$ cat config.mk
export PLATFORM = sky130hd
export DESIGN_NAME = keypad_scan
export DESIGN_NICKNAME = d
export VERILOG_FILES = /design/src/rtl/keypad_pkg.sv /design/src/rtl/keypad_scan_sync.sv /design/src/rtl/keypad_scan.sv
export SDC_FILE = /design/constraint.sdc
export NUM_CORES = 1
export LEC_CHECK = 0
export ABC_AREA = 1
export CORE_ASPECT_RATIO = 1.25
export CORE_UTILIZATION = 46
export DETAILED_ROUTE_END_ITERATION = 16
export PLACE_DENSITY_LB_ADDON = 0.1
export SKIP_CTS_REPAIR_TIMING = 1
export SLEW_MARGIN = 20
export SYNTH_ARGS = -nofsm -noshare
export SYNTH_HDL_FRONTEND = slang
export SYNTH_SLANG_ARGS = --single-unit
export TNS_END_PERCENT = 20
$ cat constraint.sdc
create_clock -name clk -period 2.55 [get_ports clk]
set_clock_uncertainty 0.2 [all_clocks]
set_input_delay 0.51 -clock clk [delete_from_list [all_inputs] [get_ports clk]]
set_output_delay 0.51 -clock clk [all_outputs]
set_load 0.1 [all_outputs]
$ cat src/rtl/keypad_pkg.sv
// Shared types and helpers for the 4x4 active-low keypad scanner.
package keypad_pkg;

  typedef enum logic [1:0] {SCAN, PRESS_DB, HELD} keypad_state_t;

  localparam int unsigned KP_ROWS = 4;
  localparam int unsigned KP_COLS = 4;

  function automatic logic [3:0] kp_code(input logic [1:0] row, input logic [1:0] col);
    return {row, col};
  endfunction

  // Lowest-numbered row that is pulled low wins.
  function automatic logic [1:0] kp_low_row(input logic [KP_ROWS-1:0] rows);
    logic [1:0] idx;
    logic       found;
    idx   = '0;
    found = 1'b0;
    for (int unsigned i = 0; i < KP_ROWS; i++) begin
      if (!rows[i] && !found) begin
        idx   = 2'(i);
        found = 1'b1;
      end
    end
    return idx;
  endfunction

  function automatic logic [KP_COLS-1:0] kp_col_drive(input logic [1:0] col);
    return ~(KP_COLS'(1) << col);
  endfunction

endpackage

$ cat src/rtl/keypad_scan_sync.sv
// Two-flop synchronizer for asynchronous inputs; resets to all ones (idle rows).
module sync_2ff #(
  parameter int unsigned WIDTH = 1
) (
  input  logic             clk,
  input  logic             reset,
  input  logic [WIDTH-1:0] d_i,
  output logic [WIDTH-1:0] q_o
);

  logic [WIDTH-1:0] meta_q;
  logic [WIDTH-1:0] sync_q;

  always_ff @(posedge clk) begin
    if (reset) begin
      meta_q <= '1;
      sync_q <= '1;
    end else begin
      meta_q <= d_i;
      sync_q <= meta_q;
    end
  end

  assign q_o = sync_q;

endmodule

$ cat src/rtl/keypad_scan.sv
// 4x4 keypad scanner: column strobe at a fixed refresh rate, debounced press/release,
// one key_valid pulse per accepted press.
module keypad_scan
  import keypad_pkg::*;
#(
  parameter int unsigned SCAN_OVERFLOW  = 16'hFFFF,
  parameter int unsigned DEBOUNCE_TICKS = 16
) (
  input  logic       clk,
  input  logic       reset,
  input  logic [3:0] row_in,
  output logic [3:0] col_select,
  output logic [3:0] key_code,
  output logic       key_valid,
  output logic       key_down
);

  localparam int unsigned     CW        = (SCAN_OVERFLOW > 0) ? $clog2(SCAN_OVERFLOW + 1) : 1;
  localparam logic [CW-1:0]   REF_MAX   = CW'(SCAN_OVERFLOW);
  localparam logic [8:0]      DB_TARGET = 9'(DEBOUNCE_TICKS);

  logic [KP_ROWS-1:0] row_s;
  logic [CW-1:0]      ref_q;
  logic               tick;

  keypad_state_t      state_q;
  logic [1:0]         col_idx_q;
  logic [3:0]         col_sel_q;
  logic [1:0]         row_idx_q;
  logic [7:0]         db_cnt_q;
  logic [3:0]         key_code_q;
  logic               key_valid_q;
  logic               key_down_q;

  logic [1:0]         col_next_d;
  logic [8:0]         db_inc_d;
  logic               db_done;
  logic               any_low;
  logic               latched_low;
  logic [1:0]         low_row;

  sync_2ff #(.WIDTH(KP_ROWS)) u_row_sync (
    .clk   (clk),
    .reset (reset),
    .d_i   (row_in),
    .q_o   (row_s)
  );

  always_ff @(posedge clk) begin
    if (reset || tick) ref_q <= '0;
    else               ref_q <= ref_q + CW'(1);
  end

  assign tick = (ref_q == REF_MAX);

  always_comb begin
    col_next_d  = col_idx_q + 2'd1;
    db_inc_d    = {1'b0, db_cnt_q} + 9'd1;
    db_done     = (db_inc_d >= DB_TARGET);
    any_low     = ~&row_s;
    latched_low = ~row_s[row_idx_q];
    low_row     = kp_low_row(row_s);
  end

  always_ff @(posedge clk) begin
    if (reset) begin
      state_q     <= SCAN;
      col_idx_q   <= '0;
      col_sel_q   <= 4'b1110;
      row_idx_q   <= '0;
      db_cnt_q    <= '0;
      key_code_q  <= '0;
      key_valid_q <= 1'b0;
      key_down_q  <= 1'b0;
    end else begin
      key_valid_q <= 1'b0;
      if (tick) begin
        unique case (state_q)
          SCAN: begin
            if (any_low) begin
              row_idx_q <= low_row;
              db_cnt_q  <= '0;
              state_q   <= PRESS_DB;
            end else begin
              col_idx_q <= col_next_d;
              col_sel_q <= kp_col_drive(col_next_d);
            end
          end
          PRESS_DB: begin
            if (!any_low) begin
              state_q <= SCAN;
            end else if (latched_low) begin
              if (db_done) begin
                key_code_q  <= kp_code(row_idx_q, col_idx_q);
                key_valid_q <= 1'b1;
                key_down_q  <= 1'b1;
                db_cnt_q    <= '0;
                state_q     <= HELD;
              end else begin
                db_cnt_q <= db_inc_d[7:0];
              end
            end else begin
              row_idx_q <= low_row;
              db_cnt_q  <= '0;
            end
          end
          HELD: begin
            // Release needs an unbroken run of all-high ticks; any low row restarts it.
            if (!any_low) begin
              if (db_done) begin
                key_down_q <= 1'b0;
                db_cnt_q   <= '0;
                state_q    <= SCAN;
                col_idx_q  <= col_next_d;
                col_sel_q  <= kp_col_drive(col_next_d);
              end else begin
                db_cnt_q <= db_inc_d[7:0];
              end
            end else begin
              db_cnt_q <= '0;
            end
          end
          default: state_q <= SCAN;
        endcase
      end
    end
  end

  assign col_select = col_sel_q;
  assign key_code   = key_code_q;
  assign key_valid  = key_valid_q;
  assign key_down   = key_down_q;

endmodule

After elaboration in Yosys (flattened, before gate mapping)
Index checks and enable logic that the tools add are counted.
{"block": "classes", "addsub": 3, "magnitude_cmp": 2, "eq_ne": 13, "shift": 1, "muxes": 40, "n_bitwise": 5, "reduce_logical": 22}
{"cell": "8-bit 2-to-1 mux", "n": 5}
{"cell": "2-bit 2-to-1 mux", "n": 14}
{"cell": "8-bit one-hot mux with 3 select lines", "n": 1}
{"cell": "16-bit by 1-bit adder with 16-bit output, second input constant", "n": 1}
{"cell": "16-bit equality test, second input constant", "n": 1}
{"cell": "2-bit != test, second input constant", "n": 8}
{"cell": "5-bit AND reduction", "n": 3}
{"cell": "4-bit 2-to-1 mux", "n": 3}
{"cell": "1-bit 2-to-1 mux", "n": 11}
{"cell": "8-bit by 1-bit adder with 9-bit output, second input constant", "n": 1}
{"cell": "9-bit by 5-bit >= comparator with 1-bit output, second input constant", "n": 1}
{"cell": "2-bit one-hot mux with 2 select lines", "n": 2}
{"cell": "4-bit one-hot mux with 2 select lines", "n": 1}
{"cell": "4-bit AND reduction", "n": 2}
{"cell": "7-bit AND reduction", "n": 1}
{"cell": "3-bit != test, second input constant", "n": 2}
{"cell": "2-bit one-hot mux with 3 select lines", "n": 1}
{"cell": "6-bit AND reduction", "n": 1}
{"cell": "2-bit nonzero test", "n": 3}
{"cell": "1-bit zero test", "n": 5}
{"cell": "5-bit OR reduction", "n": 1}
{"cell": "1-bit NOT", "n": 4}
{"cell": "4-bit NOT", "n": 1}
{"cell": "1-bit by 2-bit << shifter with 4-bit output, first input constant", "n": 1}
{"cell": "10 further kinds", "n": 12}
{"block": "word_totals", "register_bits": 48, "input_bits": 6, "output_inout_bits": 10, "elab_cells": 97}

Depth between registers and ports, before layout
{"block": "depth", "ltp_word": 12, "depth_mapped": 12, "ltp_nobuf": 12}

By module
Synthesis repeated with hierarchy kept, for this count alone.
{"block": "unflattened", "cells_unflattened": 315, "hier_area_um2": 2353.5}
{"module": "keypad_scan", "n_inst": 1, "cells_each": 290, "area_each_um2": 2129.5, "seq_area_each_um2": 800.8}
{"module": "sync_2ff", "n_inst": 1, "cells_each": 25, "area_each_um2": 224.0, "seq_area_each_um2": 160.2}

Least setup slack after synthesis
OpenSTA, ideal clock, no wires.
{"block": "synth_path", "path_type": "register to register", "start": "register ref_q[0]", "end": "register ref_q[15]", "setup_ns": 0.115, "t_arrival_ns": 1.362, "t_required_ns": 2.235, "slack_ns": 0.874, "path_stages_with_launch": 10, "path_buffers": 1, "period_less_slack_ns": 1.676, "path_cell_list": "dfxtp_1 -> ha_1 -> nand2_2 -> nor2_4 -> nand3_4 -> nor2_8 -> nor2_1 -> inv_2 -> buf_4 -> nor2_1"}
{"block": "synth_via", "elab_chain_cells": 2, "elab_cells_between_ends": 3, "cone_classes": "add/sub (1); eq/ne (1); reduce/logical (1)"}
{"item": "from (decl)", "line_no": "keypad_scan.sv:23", "source": "logic [CW-1:0] ref_q;"}
{"item": "from (signal assigned)", "line_no": "keypad_scan.sv:51", "source": "else ref_q <= ref_q + CW'(1);"}
{"item": "parallel branches: the longest is 2 deep, another holds 16-bit by 1-bit adder with 16-bit output"}
Several ways; the timed one is not identified.
A chain may end at the register's enable or synchronous reset.

Worst setup path in the final report
{"block": "layout_path", "start": "register db_cnt_q[0]", "end": "register db_cnt_q[1]"}
{"block": "layout_via", "elab_chain_cells": 6, "elab_cells_between_ends": 7, "cone_classes": "add/sub (1); order compare (1); mux (5)"}
{"item": "from (decl)", "line_no": "keypad_scan.sv:30", "source": "logic [7:0] db_cnt_q;"}
{"item": "from (signal assigned)", "line_no": "keypad_scan.sv:100", "source": "db_cnt_q <= db_inc_d[7:0];"}
{"item": "from (signal assigned)", "line_no": "keypad_scan.sv:117", "source": "db_cnt_q <= db_inc_d[7:0];"}
{"item": "8-bit by 1-bit adder with 9-bit output *", "line_no": "keypad_scan.sv:58", "source": "db_inc_d = {1'b0, db_cnt_q} + 9'd1;"}
{"item": "9-bit by 5-bit >= comparator with 1-bit output", "line_no": "keypad_scan.sv:59", "source": "db_done = (db_inc_d >= DB_TARGET);"}
{"item": "8-bit 2-to-1 mux *", "line_no": "keypad_scan.sv:93, keypad_scan.sv:110"}
{"item": "8-bit 2-to-1 mux", "line_no": "keypad_scan.sv:92", "source": "end else if (latched_low) begin"}
{"item": "8-bit 2-to-1 mux", "line_no": "keypad_scan.sv:90", "source": "if (!any_low) begin"}
{"item": "8-bit one-hot mux with 3 select lines *", "line_no": "keypad_scan.sv:78", "source": "unique case (state_q)"}
Every way passes the cells marked *; elsewhere a longest branch is shown, timed or not. The select of a mux whose other input is x is not followed.

==> impl_results.md <==
- Pins over their slew limit: 0
- Initial Utilization: 48.91%
- Crit path DAT: 1950 ps
- Async set-reset flop share out of synthesis: 0%
- Total area of sequential cells: 960.9 µm²
- Kind of launch point of the worst setup path: flip-flop
- # setup viols final: 0
- Final layout net count: 350
- Worst ir drop on vdd: 0.2747 mV
- Slew at the pin with the worst max-slew slack: 485.3 ps
- I/O pin count: 16
- Relative contribution of the clock network to total power: 42.1%
- Width of the chip: 66.13 µm
- Largest driver fanout on the critical path: 5
- # diodes: 0
- Fin crit share: 75.22%
- Estimated wirelength of the detail-placed design: 2989 µm
- Timing-limited maximum frequency: 0.5214 GHz
- Worst-path clk slew: 80 ps
- TritonCTS sink count: 48
- Dominant cells by area after synthesis: dfxtp_1, nand2_1, nor2_1
- Placed Instances: 386
- Vias/cell: 4.701
- Worst min-delay path class: flip-flop to flip-flop
- Worst hold margin: 214.3 ps
- Via total after detailed routing: 1852
- Data required time at the worst endpoint: 2590 ps
- Total power after layout: 1.416 mW
- CP startpoint: db_cnt_q[0]$_SDFFE_PP0P_
- First-pass GRT wire length: 7120 µm
- Detailed-route DRC error count: 0
- Minimum period implied by the final worst setup slack: 1918 ps
- Most frequently used flop master after synthesis: dfxtp_1
- Crit. End Element: flip-flop
- Number of nets with antenna violations after routing: 0
- Count of max-cap constraint violations: 0
- Cell depth of the worst flop-to-flop path: 10
- Proportion of total power due to net switching: 20.36%
- Vias in the first global route: 1706
- Length of the first detailed-routing pass in iterations: 4
- TritonCTS clock tree: built
- Number of warnings reported in the yosys synthesis log: 0
- Start-to-end type of the worst setup path: flip-flop to flip-flop
- Placed instance area: 2552 µm²
- Total track usage: 16.98%
- Final Hold Vio Count: 0
- Port buffer count: 15
- Detail-routed net length per standard cell: 10.21 µm
- Synthesized instance count: 314
- Count of routing violations after the opening detailed-route iteration: 92
- Cell taking the most area after synthesis: dfxtp_1
- Cell area after technology mapping: 2365 µm²
- Startpoint of the most critical hold path: u_row_sync.meta_q[2]$_SDFF_PP1_
- Fillers: 483
- P per Cell Area: 528.6 nW/µm²
- Average cell area after synthesis: 7.531 µm²
- Number of levels in the clock H-tree: 2
- Logic pwr share: 3.9%
- Count of cells along the worst hold path: 1
- Largest net degree at the start of global routing: 17
- Non-filler instance count after layout: 394
- Total core area: 4835 µm²
- Final GP Congestion: 0.8139
- Number of placement rows: 28
- Wire length reported by the detailed router: 4022 µm
- Worst skew pair latency: 290 ps
- Library cells used by synthesis: 34
- Part of the total power dissipated in sequential elements: 54.0%
- Cell-internal power: 1.128 mW
- Fraction of final layout cells sized beyond drive strength 1: 16.77%
- Max transition margin: 67.61%
- CTS Root Cell: clkbuf_8
- Total die area: 5433 µm²
- Fraction of synthesized cell area taken by the top area cell type: 40.63%
- Total grt overflow: 0
- Cell area after layout: 2679 µm²
- Sequential fraction of the synthesis area: 40.63%
- Layout overhead on the synthesized area: 13.28%
- Most frequent cell after synthesis: nand2_1
- Setup repair after global routing missed its margin: false
- Reported net switching power: 0.2883 mW
- Post-synth top cells: nand2_1, dfxtp_1, nor2_1, inv_1, nand3_1
- Status: finished, final reports clean
- Overall die height: 82.16 µm
- Number of antenna violations at the first check in global routing: 0
- Leakage Power: 1.208 nW
- Startpoint of the worst register-to-register path: db_cnt_q[0]$_SDFFE_PP0P_
- Number of CTS-inserted buffers: 5
- Maximum buffer depth of the clock tree: 2
- Setup total negative slack: 0 ps
- Number of flip-flops and latches in the synthesized netlist: 48
- Synthesized netlist net count: 331
- Post-synth EDFFs: 0
- Multi-input logic area: 1210 µm²
## cells in the final DEF, fill, tap and decap left out, types with 2 or more instances in the layout
cell             count
nand2_1             67
nor2_1              48
dfxtp_1             48
inv_1               41
nand3_1             16
ha_1                11
buf_4               11
o21ai_0              9
or2_2                9
a21oi_1              8
xor2_1               7
clkbuf_8             7
nor2_2               6
nand2_2              5
nor3_1               5
clkdlybuf4s50_1      5
nand3b_1             4
inv_2                3
nand3_4              3
nand4_1              3
nor2_4               2
xnor2_1              2
o21ai_2              2
## critical path, stage by stage, from the launching register on
cell and delay, ps:
dfxtp_1 370, ha_1 220, nand2_1 110, nor2_1 60
nor2_1 170, nand2_2 150, nor2_1 260, nand3_1 110
nand2_1 80, nand2_1 40, nor2_1 90
## worst paths after layout
check	endpoint	slack [ps]
worst max-delay path	db_cnt_q[1]$_SDFFE_PP0P_	630
worst min-delay path	u_row_sync.q_o[2]$_SDFF_PP1_	210
worst max register to register	db_cnt_q[1]$_SDFFE_PP0P_	630
worst min register to register	u_row_sync.q_o[2]$_SDFF_PP1_	210
## kinds of logic after synthesis
family / Yosys count / share of synthesized area (%)
adder cells (fa/ha/maj): 11 / 5.820
flip-flops: 48 / 40.63
AO/OA/AOI/OAI: 23 / 5.556
XOR/XNOR: 9 / 3.334
buffers and inverters: 49 / 8.201
AND/OR/NAND/NOR: 174 / 36.46
## layer usage
metal  GRT usage [%]  vias up  routed length, µm
li1                -     1006                  -
met1           20.12      819               1942
met4           6.383        0                 61
met2           29.59       21               1898
met3           3.984        6                119
met5               0        -                  0
## power groups by stage
stage / Combinational, mW / Clock (mW) / Sequential, mW
floorplan: 0.0415 / 0 / 0.781
detailed placement: 0.0563 / 0 / 0.782
global placement: 0.0553 / 0 / 0.781
finish: 0.0553 / 0.597 / 0.764
CTS: 0.0565 / 0.614 / 0.764
global route: 0.0629 / 0.642 / 0.766
## per-stage QoR
stage          setup WS, ps  util (%)
2_1_floorplan         873.8         -
3_3_place_gp          554.6     52.80
3_5_place_dp          535.2     52.80
4_1_cts               664.2     55.41
5_1_grt               395.7     55.41
6_report              631.9     55.41
## layout make-up
class,instances,area share (%)
multi-input cells,217,45.17
flip-flops and latches,48,35.87
well taps,60,2.802
repair buffers,16,4.951
clock inverters,1,1.121
clock buffers,7,3.596
inverters,45,6.492
## state kept, by name, indices dropped and copies added, names as in the netlist
signal / count
col_idx_q: 2
col_select: 4
db_cnt_q: 8
key_code: 4
key_down: 1
key_valid: 1
ref_q: 16
row_idx_q: 2
state_q: 2
u_row_sync.meta_q: 4
u_row_sync.q_o: 4
Note: power is estimated with default switching activity, not from simulation.
